### config.mk
export PLATFORM = sky130hd
export DESIGN_NAME = wb_trace_buffer
export DESIGN_NICKNAME = d
export VERILOG_FILES = /design/src/rtl/wb_trace_buffer_pkg.sv /design/src/rtl/wb_trace_buffer_sync_fifo.sv /design/src/rtl/wb_trace_buffer.sv
export SDC_FILE = /design/constraint.sdc
export NUM_CORES = 2
export LEC_CHECK = 0
export ABC_AREA = 1
export CAP_MARGIN = 15
export CORE_MARGIN = 2
export CORE_UTILIZATION = 35
export DETAILED_ROUTE_END_ITERATION = 16
export PLACE_DENSITY_LB_ADDON = 0.08
export SLEW_MARGIN = 20
export SYNTH_ARGS = -nofsm -noshare
export SYNTH_HDL_FRONTEND = slang
export SYNTH_SLANG_ARGS = --single-unit
### constraint.sdc
create_clock -name clk -period 8.6 [get_ports clk]
set_clock_uncertainty 0.15 [all_clocks]
set_input_delay 1.72 -clock clk [delete_from_list [all_inputs] [get_ports clk]]
set_output_delay 1.72 -clock clk [all_outputs]
set_load 0.02 [all_outputs]
### src/rtl/wb_trace_buffer_pkg.sv
// Shared field widths, trace entry layout and capture-filter helper for the
// writeback trace buffer.
package wb_trace_buffer_pkg;

    localparam int unsigned TRACE_PC_W    = 32;
    localparam int unsigned TRACE_ADDR_W  = 5;
    localparam int unsigned TRACE_DATA_W  = 32;
    localparam int unsigned TRACE_SEQ_W   = 16;
    localparam int unsigned TRACE_ENTRY_W = TRACE_PC_W + TRACE_ADDR_W + TRACE_DATA_W + TRACE_SEQ_W;

    // One captured register write as stored in the FIFO
    typedef struct packed {
        logic [TRACE_PC_W-1:0]   pc;
        logic [TRACE_ADDR_W-1:0] addr;
        logic [TRACE_DATA_W-1:0] wdata;
        logic [TRACE_SEQ_W-1:0]  seq;
    } trace_entry_t;

    // A commit is captured when gated on, a write strobe is present, and it is
    // not a filtered write to $0
    function automatic logic capture_ok(
        input logic                    enable,
        input logic                    wen,
        input logic [TRACE_ADDR_W-1:0] addr,
        input logic                    filter_r0
    );
        return enable & wen & ~(filter_r0 & (addr == TRACE_ADDR_W'(0)));
    endfunction

endpackage

### src/rtl/wb_trace_buffer_sync_fifo.sv
// Synchronous first-word-fall-through FIFO with registered head, occupancy,
// full and almost-full flags.
// Ports:
//   clk, reset      clock, asynchronous active-high reset
//   flush_i         synchronous flush, wins over push/pop
//   push_i, wdata_i write request and data (ignored when full unless popping)
//   pop_i           consume the head entry (ignored when empty)
//   valid_o         FIFO non-empty
//   rdata_o         head entry, zero when empty
//   full_o, af_o    occupancy == DEPTH, occupancy >= AF_LEVEL
//   count_o         occupancy 0..DEPTH
module wb_trace_buffer_sync_fifo #(
    parameter int unsigned DEPTH    = 16,
    parameter int unsigned WIDTH    = 8,
    parameter int unsigned AF_LEVEL = 14
) (
    input  logic                     clk,
    input  logic                     reset,
    input  logic                     flush_i,
    input  logic                     push_i,
    input  logic [WIDTH-1:0]         wdata_i,
    input  logic                     pop_i,
    output logic                     valid_o,
    output logic [WIDTH-1:0]         rdata_o,
    output logic                     full_o,
    output logic                     af_o,
    output logic [$clog2(DEPTH):0]   count_o
);

    localparam int unsigned PTR_W = $clog2(DEPTH);
    localparam int unsigned CNT_W = PTR_W + 1;

    logic [WIDTH-1:0] mem_q [DEPTH];
    logic [PTR_W-1:0] wr_ptr_q, wr_ptr_d;
    logic [PTR_W-1:0] rd_ptr_q, rd_ptr_d;
    logic [CNT_W-1:0] cnt_q, cnt_d;
    logic [WIDTH-1:0] head_q, head_d;
    logic             valid_q, valid_d;
    logic             full_q, full_d;
    logic             af_q, af_d;
    logic             push_ok, pop_ok;

    // A pop frees a slot in the same cycle, so push into a full FIFO is fine then
    assign pop_ok  = pop_i & valid_q & ~flush_i;
    assign push_ok = push_i & (~full_q | pop_ok) & ~flush_i;

    // Storage array; contents need no reset since the head register masks them
    always_ff @(posedge clk) begin
        if (push_ok) begin
            mem_q[wr_ptr_q] <= wdata_i;
        end
    end

    // Next pointers, occupancy and the head entry as seen after this edge
    always_comb begin
        wr_ptr_d = wr_ptr_q;
        rd_ptr_d = rd_ptr_q;
        cnt_d    = cnt_q;
        head_d   = head_q;
        if (flush_i) begin
            wr_ptr_d = '0;
            rd_ptr_d = '0;
            cnt_d    = '0;
            head_d   = '0;
        end else begin
            if (push_ok) wr_ptr_d = wr_ptr_q + PTR_W'(1);
            if (pop_ok)  rd_ptr_d = rd_ptr_q + PTR_W'(1);
            cnt_d = cnt_q + CNT_W'(push_ok) - CNT_W'(pop_ok);
            // The new head is the word being written when it lands in the head slot
            if (cnt_d == '0) begin
                head_d = '0;
            end else if (push_ok && (rd_ptr_d == wr_ptr_q)) begin
                head_d = wdata_i;
            end else begin
                head_d = mem_q[rd_ptr_d];
            end
        end
        valid_d = (cnt_d != '0);
        full_d  = (cnt_d == CNT_W'(DEPTH));
        af_d    = (cnt_d >= CNT_W'(AF_LEVEL));
    end

    always_ff @(posedge clk or posedge reset) begin
        if (reset) begin
            wr_ptr_q <= '0;
            rd_ptr_q <= '0;
            cnt_q    <= '0;
            head_q   <= '0;
            valid_q  <= 1'b0;
            full_q   <= 1'b0;
            af_q     <= 1'b0;
        end else begin
            wr_ptr_q <= wr_ptr_d;
            rd_ptr_q <= rd_ptr_d;
            cnt_q    <= cnt_d;
            head_q   <= head_d;
            valid_q  <= valid_d;
            full_q   <= full_d;
            af_q     <= af_d;
        end
    end

    assign valid_o = valid_q;
    assign rdata_o = head_q;
    assign full_o  = full_q;
    assign af_o    = af_q;
    assign count_o = cnt_q;

endmodule

### src/rtl/wb_trace_buffer.sv
// Writeback trace buffer: captures committed register writes from the CPU
// debug port, tags them with a sequence number and streams them out over
// valid/ready. Dropped commits are counted and flagged sticky.
// Ports:
//   clk, reset                    clock, asynchronous active-high reset
//   enable, clear                 capture gate, synchronous flush
//   wb_pc/rf_wen/rf_addr/rf_wdata writeback debug port
//   trace_valid/ready             output stream handshake (FWFT)
//   trace_pc/addr/wdata/seq       head entry, zero when empty
//   count, almost_full            occupancy and early-warning flag
//   overflow, drop_cnt            sticky drop flag and saturating drop count
module wb_trace_buffer
    import wb_trace_buffer_pkg::*;
#(
    parameter int unsigned DEPTH     = 16,
    parameter int unsigned AF_MARGIN = 2,
    parameter bit          FILTER_R0 = 1'b1
) (
    input  logic                      clk,
    input  logic                      reset,
    input  logic                      enable,
    input  logic                      clear,
    input  logic [TRACE_PC_W-1:0]     wb_pc,
    input  logic                      wb_rf_wen,
    input  logic [TRACE_ADDR_W-1:0]   wb_rf_addr,
    input  logic [TRACE_DATA_W-1:0]   wb_rf_wdata,
    output logic                      trace_valid,
    input  logic                      trace_ready,
    output logic [TRACE_PC_W-1:0]     trace_pc,
    output logic [TRACE_ADDR_W-1:0]   trace_addr,
    output logic [TRACE_DATA_W-1:0]   trace_wdata,
    output logic [TRACE_SEQ_W-1:0]    trace_seq,
    output logic [$clog2(DEPTH):0]    count,
    output logic                      almost_full,
    output logic                      overflow,
    output logic [15:0]               drop_cnt
);

    trace_entry_t              push_entry;
    trace_entry_t              head_entry;
    logic [TRACE_ENTRY_W-1:0]  head_raw;
    logic                      capture;
    logic                      fifo_full;
    logic                      drop;
    logic [TRACE_SEQ_W-1:0]    seq_q, seq_d;
    logic                      overflow_q, overflow_d;
    logic [15:0]               drop_cnt_q, drop_cnt_d;

    assign capture = capture_ok(enable, wb_rf_wen, wb_rf_addr, FILTER_R0);

    assign push_entry = '{pc: wb_pc, addr: wb_rf_addr, wdata: wb_rf_wdata, seq: seq_q};

    // Full with no pop this cycle means the commit has nowhere to go
    assign drop = capture & ~clear & fifo_full & ~(trace_valid & trace_ready);

    wb_trace_buffer_sync_fifo #(
        .DEPTH    (DEPTH),
        .WIDTH    (TRACE_ENTRY_W),
        .AF_LEVEL (DEPTH - AF_MARGIN)
    ) u_fifo (
        .clk     (clk),
        .reset   (reset),
        .flush_i (clear),
        .push_i  (capture),
        .wdata_i (push_entry),
        .pop_i   (trace_ready),
        .valid_o (trace_valid),
        .rdata_o (head_raw),
        .full_o  (fifo_full),
        .af_o    (almost_full),
        .count_o (count)
    );

    // Sequence advances on every capture, dropped or not, so gaps are visible
    always_comb begin
        seq_d      = seq_q;
        overflow_d = overflow_q;
        drop_cnt_d = drop_cnt_q;
        if (clear) begin
            seq_d      = '0;
            overflow_d = 1'b0;
            drop_cnt_d = '0;
        end else begin
            if (capture) seq_d = seq_q + TRACE_SEQ_W'(1);
            if (drop) begin
                overflow_d = 1'b1;
                if (drop_cnt_q != 16'hFFFF) drop_cnt_d = drop_cnt_q + 16'd1;
            end
        end
    end

    always_ff @(posedge clk or posedge reset) begin
        if (reset) begin
            seq_q      <= '0;
            overflow_q <= 1'b0;
            drop_cnt_q <= '0;
        end else begin
            seq_q      <= seq_d;
            overflow_q <= overflow_d;
            drop_cnt_q <= drop_cnt_d;
        end
    end

    assign head_entry  = trace_entry_t'(head_raw);
    assign trace_pc    = head_entry.pc;
    assign trace_addr  = head_entry.addr;
    assign trace_wdata = head_entry.wdata;
    assign trace_seq   = head_entry.seq;
    assign overflow    = overflow_q;
    assign drop_cnt    = drop_cnt_q;

endmodule
Word-level counts from Yosys, hierarchy flattened --
Memories as Yosys holds them, arrays and structs flattened. Index checks and enable logic that the tools add are counted.
Word-level totals: bits in registers 134, RAM bits 1360, input bits 75, output and inout port bits 109, logic and storage cells 62, memories 1
Cells by class: $add $sub $neg 6, $lt $le $gt $ge 1, eq/ne operators 3, mux-type cells 18, bitwise logic cells 14, reductions and logical operators 9
Memory list:
- u_fifo.mem_q | words 16, bits a word 85, rd ports 1, clocked after memory_dff 0, wr ports 1, RTL line wb_trace_buffer_sync_fifo.sv:33 | logic [WIDTH-1:0] mem_q [DEPTH];
Operators by type and width (number):
- $mux W85 | 3
- $mux W16 | 5
- $add A16 B1 Y16 const B | 2
- $mux W4 | 5
- $ne A16 B16 Y1 const B | 1
- $logic_not A5 Y1 | 2
- $and A1 B1 Y1 | 9
- $add A4 B1 Y4 const B | 2
- $reduce_bool A2 Y1 | 4
- $add A5 B1 Y5 | 1
- $eq A5 B5 Y1 const B | 1
- $ge A5 B4 Y1 const B | 1
- $mux W5 | 1
- $reduce_bool A5 Y1 | 1
- $sub A5 B1 Y5 | 1
- $eq A4 B4 Y1 | 1
- $mux W1 | 4
- $not A1 Y1 | 4
- $reduce_and A2 Y1 | 1
- $logic_and A1 B1 Y1 | 1
- $or A1 B1 Y1 | 1

Logic depth before layout (Yosys ltp) --
depth after elaboration 10, mapped depth 18, depth with buffers taken out 16

Hierarchy --
From an unflattened synthesis, not the netlist that was laid out.
Unflattened totals: cells, all modules 5269, area total of the unflattened synthesis 61694.2 µm²
By module, submodules not included:
- wb_trace_buffer_sync_fifo | instances 1, cells each 4975, area an instance 59671.0 µm², seq. area each 43366.6 µm²
- wb_trace_buffer | instances 1, cells each 294, area an instance 2023.2 µm², seq. area each 825.8 µm²

Worst setup path before layout --
OpenSTA, ideal clock, no wires.
path kind input to register, from input port clear, to memory u_fifo.mem_q[1][0] (netlist bit) (enable), library setup time 633 ps, arrival time 8201 ps, data required time 7817 ps, setup slack -385 ps, stages on the path 7, buffers on the path 0, path through inv_2 -> nand3_4 -> nand2_1 -> nand3_1 -> nor2_2 -> inv_1 -> nor3_1
On the way: cells in the longest elaborated chain, start to end 7
Ends and longest elaborated chain:
- start, declared | RTL line wb_trace_buffer.sv:22 | input logic clear,
- $not A1 Y1 (*) | RTL line wb_trace_buffer_sync_fifo.sv:44, wb_trace_buffer_sync_fifo.sv:45
- $and A1 B1 Y1 | RTL line wb_trace_buffer_sync_fifo.sv:44 | assign pop_ok = pop_i & valid_q & ~flush_i;
- $or A1 B1 Y1 | RTL line wb_trace_buffer_sync_fifo.sv:45 | assign push_ok = push_i & (~full_q | pop_ok) & ~flush_i;
- $and A1 B1 Y1 | RTL line wb_trace_buffer_sync_fifo.sv:45
- $and A1 B1 Y1 (*) | RTL line wb_trace_buffer_sync_fifo.sv:45
- $mux W1 (*) | RTL line wb_trace_buffer_sync_fifo.sv:49 | if (push_ok) begin
- $mux W1 (not written as such) (*) | RTL line wb_trace_buffer_sync_fifo.sv:50 | mem_q[wr_ptr_q] <= wdata_i;
- end, declared | RTL line wb_trace_buffer_sync_fifo.sv:33
Mark *: on every way between the ends. The rest lies on a longest branch, timed or not.

Worst setup path after layout --
from input port clear, to register u_fifo.head_q[32] (netlist: u_fifo.rdata_o[32])
On the way: cells in the longest elaborated chain, start to end 10, elaborated cells on any way between the ends 16, those cells by class add/sub: 2; eq/ne: 1; mux: 5; bitwise: 5; reduce/logical: 2; memory: 1
Ends and longest elaborated chain:
- $not A1 Y1 | RTL line wb_trace_buffer_sync_fifo.sv:44, wb_trace_buffer_sync_fifo.sv:45
- $and A1 B1 Y1 | RTL line wb_trace_buffer_sync_fifo.sv:44
- $or A1 B1 Y1 | RTL line wb_trace_buffer_sync_fifo.sv:45
- $and A1 B1 Y1 (2 in series) | RTL line wb_trace_buffer_sync_fifo.sv:45
- $add A5 B1 Y5 | RTL line wb_trace_buffer_sync_fifo.sv:68 | cnt_d = cnt_q + CNT_W'(push_ok) - CNT_W'(pop_ok);
- $sub A5 B1 Y5 | RTL line wb_trace_buffer_sync_fifo.sv:68
- $logic_not A5 Y1 | RTL line wb_trace_buffer_sync_fifo.sv:70 | if (cnt_d == '0) begin
- $mux W85 | RTL line wb_trace_buffer_sync_fifo.sv:70
- $mux W85 (*) | RTL line wb_trace_buffer_sync_fifo.sv:60 | if (flush_i) begin
- net u_fifo.head_d[32] | RTL line wb_trace_buffer_sync_fifo.sv:37 | logic [WIDTH-1:0] head_q, head_d;
- end signal, assigned | RTL line wb_trace_buffer_sync_fifo.sv:88 | head_q <= '0;
- end signal, assigned | RTL line wb_trace_buffer_sync_fifo.sv:96 | head_q <= head_d;
- end, declared | RTL line wb_trace_buffer_sync_fifo.sv:37
The timed path passes the listed nets; every way through them passes the cells marked *. The select of a mux whose other input is x is not followed. A chain may end at the register's enable or synchronous reset.

==> metrics <==
Seq/Total Area, Yosys between 70% and 80%; clock latency on the worst-skew pair 0.78 ns; Cell Area, Synth 0.0612 sq mm; max incr delay on CP 0.88 ns; Worst Path Required 9.07 ns; DRC 0; Clk Tree Root Cell clkbuf_16; Max H-tree Level 4; most frequent cells in the layout nand3_1, edfxtp_1, nand2_1; Post-Route WL 195,000 microns; Hold Path Depth 1; cell count after synthesis 5,193; total of max-cap violations 0; post-route insts no fill 7,699; FP Rows 153; Final Hold Viols 0; Final period util around two thirds; R2R Path Start u_fifo.valid_o; initial antenna violation count 7; Die Wd 422 microns; R2R Setup Slk about 4.0 ns; worst hold path startpoint overflow; Worst setup EP type register; HPWL after detailed placement 85,100 microns; syn nets about 5,300; Rel. slew slack 12.2%; Die Y 422 microns; vias in the first global route 40,919; Post-CTS Setup Inserts 0; post-CTS sizing 0; clock tree buffer depth 3; IO buf count 183; vias post-DR 41,252; clk slew on worst S/H paths 0.06 ns; crit path DAT 6.35 ns; Starting Density about a third; initial drt markers 3,517; Mean Syn Cell Area 11.8 sq um; TritonCTS clock tree done; power per cell area 275 mW/mm^2; vias per std cell 5.36; Final setup viols 0; area share of the largest cell type after synthesis 66.8%; nets 5,316; crit path cell chain clkdlybuf4s50_1 -> inv_2 -> nand3_4 -> nand2_8 -> nand2_8 -> xor2_1 -> nand2_1 -> nor2_4 -> buf_4 -> buf_4 -> nand3_1 -> nand2_1 -> a21oi_1; Sink Count ~1,500; IO Count between 150 and 200; RSZ-0062 raised after global routing false; Worst path slowest cell buf_4; WL per Instance 25.3 microns; CP Launch Type input port; leading cell type in the layout, fill and taps excluded nand3_1; Slew @ Worst Pin 1.32 ns; status finished clean; fin. max-slew vios 0; gr ovfl total 0; Total Routing Usage GR 21.5%; library cells used by synthesis 32; Detailed Routing Iterations Pass 1 5; TritonCTS Buffers 167; Core ar. 0.174 sq mm; Hold Crit Class reg2reg; Placed Instances 7,384; Leakage about 25 nW; largest net degree at the start of global routing 218; CP Max Fanout 96; Worst Reg-to-Reg Cells 11; Hold Path End overflow; crit path kind in2reg; global placer's final weighted congestion 0.726; post-route minimum period 5.88 ns; main area contributors after synthesis edfxtp_1, nand3_1, nand2_1; capture point of the worst reg-to-reg path u_fifo.rdata_o[32]; Die ar. 0.178 sq mm; maximum vdd drop 0.178 mV; final instance area 0.0706 sq mm; Placed Area 0.0654 sq mm; area grow syn2layout 15.4%; antenna viol nets, final 0; Yosys warning count 0; synthesized flop and latch total 1,494; dominant cell type by area after synthesis edfxtp_1; first-pass GRT wire length 285,000 microns; highest clock rate 0.170 GHz; Post-CTS Hold Fix Bufs 0; layout cells sized above 1 6.44%
[cell usage after synthesis (all sizes together)]
cell type / n
dfrtp: 134
edfxtp: 1360
or2: 1
xnor2: 4
nand4: 15
o21ai: 29
clkinv: 1
a21oi: 99
nor3: 20
xor2: 9
o31ai: 3
buf: 171
ha: 12
fa: 1
inv: 137
nand3: 1992
clkbuf: 227
nand2: 927
o21a: 1
o21bai: 1
nor4: 4
nor2: 44
a31oi: 1
[flip-flops by register name, summed over array words and instances (netlist names), 4 cells and up]
name / flops
u_fifo.rdata_o: 85
u_fifo.rd_ptr_q: 4
u_fifo.mem_q: 1360
u_fifo.wr_ptr_q: 4
u_fifo.count_o: 5
seq_q: 16
drop_cnt: 16
[through the flow]
| step | hold slack, ns | setup slack (ns) | total power [mW] | setup TNS [ns] | util [%] |
|---|---|---|---|---|---|
| after floorplan | 0.364 | -0.385 | 11.0 | -343.19 | - |
| after CTS | 0.350 | 2.74 | 19.7 | 0 | 40.6 |
| after global placement | 0.338 | 1.94 | 12.8 | 0 | 37.6 |
| final | 0.350 | 2.72 | 19.5 | 0 | 40.6 |
| after global routing | 0.368 | 2.46 | 20.3 | 0 | 40.6 |
| after detailed placement | 0.333 | 1.89 | 12.8 | 0 | 37.6 |
[worst max-delay path, delay by kind of cell]
family,cells,cell delay [ns]
AO/OA/AOI/OAI,1,0.05
XOR/XNOR,1,0.31
buffers and inverters,4,2.25
AND/OR/NAND/NOR,7,1.86
[worst max-delay path by stage]
stage,startpoint,to,slack (ns),depth (start not counted)
after detailed placement,clear,u_fifo.rdata_o[13],1.89,13
final,clear,u_fifo.rdata_o[32],2.72,13
after floorplan,clear,u_fifo.mem_q[1][0],-0.38,7
after global routing,clear,u_fifo.rdata_o[24],2.46,13
after global placement,clear,u_fifo.rdata_o[30],1.94,13
after CTS,clear,u_fifo.rdata_o[32],2.74,13
[final cells by class]
type	instances	area (sq um)
Timing Repair Buffer	264	2730
Inverter	138	541
Tap cell	2325	2910
Antenna cell	2	5.00
Clock inverter	63	505
Clock buffer	250	4710
Multi-Input combinational cell	3163	15000
Fill cell	16554	103000
Sequential cell	1494	44200
[cell families after synthesis]
logic type / share of synthesized area [%]
compound gates: 1.13
xor+xnor: 0.186
flops: 72.2
buf+inv: 3.49
simple gates: 22.7
fa+ha+maj: 0.278
[routing by layer]
metal	part of all wire [%]	up-vias	wire length [microns]	global-route usage, %
li1	-	18929	-	-
met1	44	20993	86100	28.9
met2	48	1024	94200	36.2
met3	4.5	300	8840	3.16
met4	2.8	6	5530	6.55
met5	0.021	-	40	0
[power breakdown]
part	internal (mW)	switching, mW	total, mW
Clock	3.94	2.93	6.87
Sequential	8.15	0.183	8.33
Combinational	1.32	2.94	4.25
Total	13.4	6.04	19.5
(Power assumes the default switching activity.)
